===== src/rtl/clock_ctrl.sv =====
// Run/step/halt controller feeding the clock generator's enable; ENABLE is decoded purely from registered state.
// One-edge latency from RUN/STEP/HALT to ENABLE; optional cycle budget forces a sticky-timeout halt.
module clock_ctrl #(
    parameter int CW       = 32,
    parameter int STEP_LEN = 1
) (
    input  logic          CLOCK,
    input  logic          RESET,
    input  logic          RUN,
    input  logic          STEP,
    input  logic          HALT,
    input  logic          CLEAR,
    input  logic [CW-1:0] MAX_CYCLES,
    output logic          ENABLE,
    output logic [CW-1:0] CYCLES,
    output logic          HALTED,
    output logic          TIMEOUT
);
    localparam int SW = (STEP_LEN > 1) ? $clog2(STEP_LEN) : 1;

    typedef enum logic [1:0] {
        S_IDLE,
        S_RUNNING,
        S_STEPPING,
        S_HALTED
    } state_t;

    state_t        state;
    logic [SW-1:0] step_cnt;
    logic          step_q;
    logic          step_pulse;
    logic          budget_hit;
    logic [CW:0]   cyc_inc;

    assign step_pulse = STEP & ~step_q;
    assign cyc_inc    = {1'b0, CYCLES} + {{CW{1'b0}}, 1'b1};
    // Compare in CW+1 bits so a saturated counter still sees the budget as reached.
    assign budget_hit = ENABLE && (MAX_CYCLES != '0) && (cyc_inc >= {1'b0, MAX_CYCLES});

    assign ENABLE = (state == S_RUNNING) || (state == S_STEPPING);
    assign HALTED = (state == S_HALTED);

    always_ff @(posedge CLOCK) begin
        if (RESET) begin
            state    <= S_IDLE;
            CYCLES   <= '0;
            TIMEOUT  <= 1'b0;
            step_cnt <= '0;
            step_q   <= 1'b0;
        end else begin
            step_q <= STEP;
            if (ENABLE && (CYCLES != '1))
                CYCLES <= cyc_inc[CW-1:0];

            if (HALT && (state != S_HALTED)) begin
                state <= S_HALTED;
            end else if (budget_hit) begin
                state   <= S_HALTED;
                TIMEOUT <= 1'b1;
            end else begin
                case (state)
                    S_HALTED: begin
                        if (CLEAR && !HALT)
                            state <= S_IDLE;
                    end
                    S_IDLE: begin
                        // RUN takes priority; a coincident step edge is dropped.
                        if (RUN) begin
                            state <= S_RUNNING;
                        end else if (step_pulse) begin
                            state    <= S_STEPPING;
                            step_cnt <= SW'(STEP_LEN - 1);
                        end
                    end
                    S_RUNNING: begin
                        if (!RUN)
                            state <= S_IDLE;
                    end
                    S_STEPPING: begin
                        if (step_cnt == '0)
                            state <= S_IDLE;
                        else
                            step_cnt <= step_cnt - SW'(1);
                    end
                    default: state <= S_IDLE;
                endcase
            end
        end
    end
endmodule


===== config.mk =====
export PLATFORM = sky130hd
export DESIGN_NAME = clock_ctrl
export DESIGN_NICKNAME = d
export VERILOG_FILES = /design/src/rtl/clock_ctrl.sv
export SDC_FILE = /design/constraint.sdc
export NUM_CORES = 1
export LEC_CHECK = 0
export CAP_MARGIN = 20
export CORE_MARGIN = 2
export CORE_UTILIZATION = 55
export CTS_BUF_LIST = sky130_fd_sc_hd__clkbuf_2 sky130_fd_sc_hd__clkbuf_4 sky130_fd_sc_hd__clkbuf_8
export DETAILED_ROUTE_END_ITERATION = 8
export HOLD_SLACK_MARGIN = 0.08
export MAX_ROUTING_LAYER = met4
export PLACE_DENSITY_LB_ADDON = 0.25
export SLEW_MARGIN = 20
export SYNTH_ARGS = -nofsm -noshare
export SYNTH_HDL_FRONTEND = slang
export SYNTH_SLANG_ARGS = --single-unit

===== constraint.sdc =====
create_clock -name CLOCK -period 6.9 [get_ports CLOCK]
set_clock_uncertainty 0.05 [all_clocks]
set_input_delay 1.38 -clock CLOCK [delete_from_list [all_inputs] [get_ports CLOCK]]
set_output_delay 1.38 -clock CLOCK [all_outputs]
set_load 0.02 [all_outputs]

==> results of run 1 <==
==> worst paths after layout <==
check | endpoint | slack, ns | cells past startpoint
max | state[1] | 2.93 | 11
min | TIMEOUT | 0.40 | 2
max reg2reg | state[1] | 2.93 | 11
min reg2reg | TIMEOUT | 0.40 | 2
==> worst max-delay path: cells and delay by family (launching register included) <==
| family | cells | cell delay [ns] |
|---|---|---|
| AND/OR/NAND/NOR | 6 | 2.27 |
| AO/OA/AOI/OAI | 3 | 0.71 |
| flip-flops | 1 | 0.45 |
| adder cells (fa/ha/maj) | 1 | 0.30 |
| XOR/XNOR | 1 | 0.10 |
==> stage by stage <==
step	utilization	setup WS (ns)	std cells	instance area [um^2]
floorplan	-	3.222	383	3014
global placement	0.7267	3.085	517	3782
detailed placement	0.7267	2.992	517	3782
CTS	0.7452	2.960	524	3879
global route	0.7452	2.691	524	3879
finish	0.7452	2.928	524	3879
==> flip-flops by register name, summed over array words and instances, names as in the netlist <==
signal,count
step_q,1
TIMEOUT,1
state,2
CYCLES,32
==> cell families (layout without fill, tap and decap cells) <==
family          after synthesis  after routing  synth area share
compound gates               68             68            0.1490
buf+inv                      49            120           0.06683
fa+ha+maj                    36             36            0.1494
xor+xnor                     49             49            0.1424
simple gates                145            145            0.2532
flops                        36             36            0.2391
==> cells in the final DEF (no fill, tap or decap), drive strengths merged, types with 3 or more instances in the layout <==
cell type,n
and3,7
nand4,14
a21oi,25
nor4,14
clkbuf,7
a221oi,3
or3,13
and4,3
inv,39
nor3,9
nor2,37
xor2,23
nand3,14
ha,36
xnor2,26
nand2,29
clkdlybuf4s50,72
o21ai,21
dfxtp,36
a21o,3
==> area by class of cell <==
class,count,area [um^2]
clock buffer,7,96.34
fill,428,1326
inverter,39,146.4
multi-input combinational,298,2092
sequential,36,720.7
tap,70,87.58
timing repair buffer,74,735.7
==> power by group <==
part / total [mW] / internal, mW / leakage, nW / switching (mW)
clock network: 0.167 / 0.0890 / 0.0503 / 0.0783
registers: 0.226 / 0.217 / 0.291 / 0.00869
logic: 0.220 / 0.0875 / 1.30 / 0.132
total: 0.613 / 0.393 / 1.64 / 0.219
==> metal layers <==
| metal | vias to the layer above | track usage | part of all wire | wire length (um) |
|---|---|---|---|---|
| li1 | 1501 | - | - | - |
| met1 | 1396 | 0.3202 | 0.43 | 3297 |
| met2 | 98 | 0.4690 | 0.49 | 3764 |
| met3 | 14 | 0.05172 | 0.060 | 461 |
| met4 | 0 | 0.09298 | 0.019 | 144 |
| met5 | - | - | 0 | 0 |
==> results.sh, run 1 <==
export IMPL_outcome="completed"
export IMPL_clockRootBuffer="clkbuf_8"
export IMPL_worst_pin_slew_ns=0.7997
export IMPL_p_per_area_nw_per_um2=157.9
export IMPL_path_clk_slew_ns=0.07
export IMPL_layout_nets=528
export IMPL_yosysSeqAreaShare=0.2391
export IMPL_cts_buffers_inserted=5
export IMPL_viasPerCell=5.742
export IMPL_diodes=0
export IMPL_fin_crit_sh=0.5757
export IMPL_vdd_drop_max_mv=0.1182
export IMPL_critPathMaxFanout=8
export IMPL_htree_levels=2
export IMPL_synth_cells=383
export IMPL_first_global_vias=2963
export IMPL_cts_resized=0
export IMPL_avgSynthCellArea_um2=7.870
export IMPL_start_util=0.5791
export IMPL_grt_max_degree=37
export IMPL_place_congestion=0.9532
export IMPL_fp_coreArea_um2=5205
export IMPL_dieArea_um2=6089
export IMPL_crit_chain="nand3_1, or4_4, or3_1, nor3_1, xor2_1, ha_1, nand3_1, or4_1, a41oi_1, o31ai_2, a221oi_1"
export IMPL_fin_tns_setup_ns=0
export IMPL_yosysMostFrequentCell="inv_1"
export IMPL_ys_top_cells_by_area="dfxtp_1, ha_1, xnor2_1, xor2_1, inv_1"
export IMPL_slew_headroom=0.4531
export IMPL_cts_sinks=36
export IMPL_cp_start_kind="flip-flop"
export IMPL_clk_path_buf_depth=2
export IMPL_crit_arrival_ns=4.12
export IMPL_whs_ns=0.4023
export IMPL_dp_hpwl_mm=6.031
export IMPL_hold_path_class="flip-flop to flip-flop"
export IMPL_max_stage_delay_ns=0.59
export IMPL_vias=3009
export IMPL_routed_wirelength_mm=7.669
export IMPL_drt_initial_drc_count=143
export IMPL_die_y_um=78.03
export IMPL_ant_nets=0
export IMPL_min_from="TIMEOUT"
export IMPL_syn_to_final_growth_pct=28.68
export IMPL_dr_pass1_iters=4
export IMPL_max_freq_mhz=251.7
export IMPL_endpoint_kind="flip-flop"
export IMPL_grt_util_all_layers=0.2725
export IMPL_synth_edff_count=0
export IMPL_cp_slowest_cell="or4_4"
export IMPL_synth_seq_cells=36
export IMPL_insertion_delay_ns=0.29
export IMPL_cts_hold_buf=0
export IMPL_crit_start="CYCLES[18]"
export IMPL_worst_ep_required_time_ns=7.05
export IMPL_r2r_start="CYCLES[18]"
export IMPL_rsz0062_at_grt="no"
export IMPL_setup_viol_count_final=0
export IMPL_cts_setup_buffers=0
export IMPL_synth_area_leader_cell="dfxtp_1"
export IMPL_wl_per_cell_um=14.64
export IMPL_dieWidth_um=78.03
export IMPL_syn_area_um2=3014
export IMPL_path_common_cell="nand3_1"
export IMPL_total_power_mw=0.6126
export IMPL_antenna_found_initial=0
export IMPL_drc=0
export IMPL_rows=26
export IMPL_leakage_nw=1.640
export IMPL_syn_num_nets=457
export IMPL_ios=73
export IMPL_hold_viol=0
export IMPL_grt_overflow_total=0
export IMPL_period_minus_slack_ns=3.972
export IMPL_finalMaxSlewViolations=0
export IMPL_async_flop_share=0
export IMPL_yosys_warnings=0
export IMPL_yosys_most_used_dff="dfxtp_1"
export IMPL_synth_commonest_cells="inv_1, nor2_1, dfxtp_1, ha_1, nand2_1"
export IMPL_critPathKind="flip-flop to flip-flop"
export IMPL_synth_top_cell_area_share=0.2391
export IMPL_cap_violations=0
export IMPL_grt_pass1_wl_mm=13.11
export IMPL_drive_above_1_share=0.05286
export IMPL_tritoncts="built"
export IMPL_portBuffers=72
export IMPL_synth_distinct_cells=45
(Power assumes the default switching activity.)
==> run 2: changes to the inputs <==
Settings changed: CORE_UTILIZATION 55 to 52.
Clock period 6.9 ns to 3.8 ns, I/O delays scaled along.
==> run 2 against run 1 <==
  * Final cell count up 3.6%
  * Design area increased by 5.4%
  * Global-route usage rose by 0.94 points
  * Utilization shrank 0.76 points
  * Fmax increased by 11%
  * Critical endpoint unchanged
  * Largest power group is now combinational cells
  * Highest routed layer unchanged
==> results.sh, run 2 (synthesis results as in run 1) <==
export IMPL_fin_crit_sh=0.9438
export IMPL_wl_per_cell_um=16.08
export IMPL_cts_sinks=36
export IMPL_diodes=0
export IMPL_tritoncts="built"
export IMPL_worst_pin_slew_ns=0.8745
export IMPL_layout_nets=544
export IMPL_antenna_found_initial=0
export IMPL_viasPerCell=5.705
export IMPL_portBuffers=72
export IMPL_max_stage_delay_ns=0.56
export IMPL_setup_viol_count_final=0
export IMPL_final_cells=543
export IMPL_die_y_um=80.14
export IMPL_drt_initial_drc_count=188
export IMPL_first_global_vias=3052
export IMPL_crit_arrival_ns=3.74
export IMPL_fp_coreArea_um2=5540
export IMPL_crit_buf_inv=1
export IMPL_rows=27
export IMPL_dr_pass1_iters=5
export IMPL_cp_start_kind="flip-flop"
export IMPL_grt_max_degree=24
export IMPL_drive_above_1_share=0.1125
export IMPL_cap_violations=0
export IMPL_fin_tns_setup_ns=0
export IMPL_max_freq_mhz=278.8
export IMPL_ant_nets=0
export IMPL_cts_buffers_inserted=5
export IMPL_grt_pass1_wl_mm=13.81
export IMPL_layout_common_cells="clkdlybuf4s50_1, inv_1, nor2_1, ha_1, dfxtp_1"
export IMPL_regMostFlops="CYCLES"
export IMPL_largest_register_ffs=32
export IMPL_dieWidth_um=80.14
export IMPL_crit_chain="ha_2, and3_2, nand3_4, nor4_4, buf_4, and3_1, xor2_2, ha_1, nand4_1, or4_1, a41oi_2, o31ai_2, a221oi_1"
export IMPL_clockRootBuffer="clkbuf_8"
export IMPL_slew_headroom=0.4152
export IMPL_grt_overflow_total=0
export IMPL_hold_path_class="flip-flop to flip-flop"
export IMPL_critPathKind="flip-flop to flip-flop"
export IMPL_reg_top3="CYCLES (32), state (2)"
export IMPL_period_minus_slack_ns=3.586
export IMPL_fin_ws_ns=0.2137
export IMPL_place_congestion=0.8543
export IMPL_cts_hold_buf=0
export IMPL_insertion_delay_ns=0.30
export IMPL_outcome="completed"
export IMPL_ios=73
export IMPL_place_inst=534
export IMPL_syn_to_final_growth_pct=35.57
export IMPL_clk_path_buf_depth=2
export IMPL_rsz0062_at_grt="no"
export IMPL_dieArea_um2=6422
export IMPL_critPathMaxFanout=4
export IMPL_place_ws_ns=0.06528
export IMPL_endpoint_kind="flip-flop"
export IMPL_vias=3098
export IMPL_cp_slowest_cell="or4_1"
export IMPL_leakage_nw=1.748
export IMPL_drc=0
export IMPL_routed_wirelength_mm=8.732
export IMPL_grt_util_all_layers=0.2819
export IMPL_dp_hpwl_mm=6.764
export IMPL_path_clk_slew_ns=0.08
export IMPL_regToRegSetupSlack_ns=0.21
export IMPL_p_per_area_nw_per_um2=288.7
export IMPL_worst_ep_required_time_ns=3.95
export IMPL_final_common_cell="clkdlybuf4s50_1"
export IMPL_vdd_drop_max_mv=0.1839
export IMPL_cp_top_family="simple AND/OR/NAND/NOR gates"
export IMPL_hold_viol=0
export IMPL_start_util=0.5440
export IMPL_finalMaxSlewViolations=0
export IMPL_htree_levels=2
[run 2: area by class of cell]
class	count	area, um^2
clock buffers	5	68.82
clock inverters	3	42.54
fillers	429	1454
inverters	39	146.4
multi-input cells	298	2158
flip-flops and latches	36	724.4
well taps	72	90.09
repair buffers	90	855.8
[run 2: metal layers]
metal	global-route usage	routed length (um)	part of all wire
met1	0.3343	3766	0.43
met2	0.4717	4305	0.49
met3	0.05281	489	0.056
met4	0.1136	171	0.020
met5	-	0	0
[run 2: worst paths after layout]
path | from | to | depth (start not counted)
worst max-delay path | CYCLES[1] | state[1] | 13
worst min register to register | TIMEOUT | TIMEOUT | 2
worst min-delay path | TIMEOUT | TIMEOUT | 2
worst max register to register | CYCLES[1] | state[1] | 13
[run 2: timing repair]
| action | CTS | global route |
|---|---|---|
| buffers inserted | 0 | 1 |
| resized for setup | 0 | 14 |
| endpoints found under the setup margin | 0 | 3 |
[run 2: through the flow]
stage,cell area [um^2],utilization,hold WS (ns),power (mW)
after floorplan,3014,-,0.4355,0.6630
after detailed placement,3897,0.7035,0.3929,0.8265
after global routing,4086,0.7376,0.4430,1.234
final,4086,0.7376,0.4107,1.180
after global placement,3897,0.7035,0.3906,0.8133
after CTS,4009,0.7236,0.4044,1.177
[run 2: power by group]
part	leakage, nW	total, mW	switching [mW]	internal, mW
Clock	0.0541	0.348	0.154	0.194
Combinational	1.40	0.426	0.261	0.165
Sequential	0.293	0.406	0.0124	0.394
Total	1.75	1.18	0.427	0.753
[run 2: worst min-delay path: cells and delay by family (launching register included)]
kind / cells / cell delay (ns)
buffers and inverters: 1 / 0.05
AO/OA/AOI/OAI: 1 / 0.05
flip-flops: 1 / 0.32
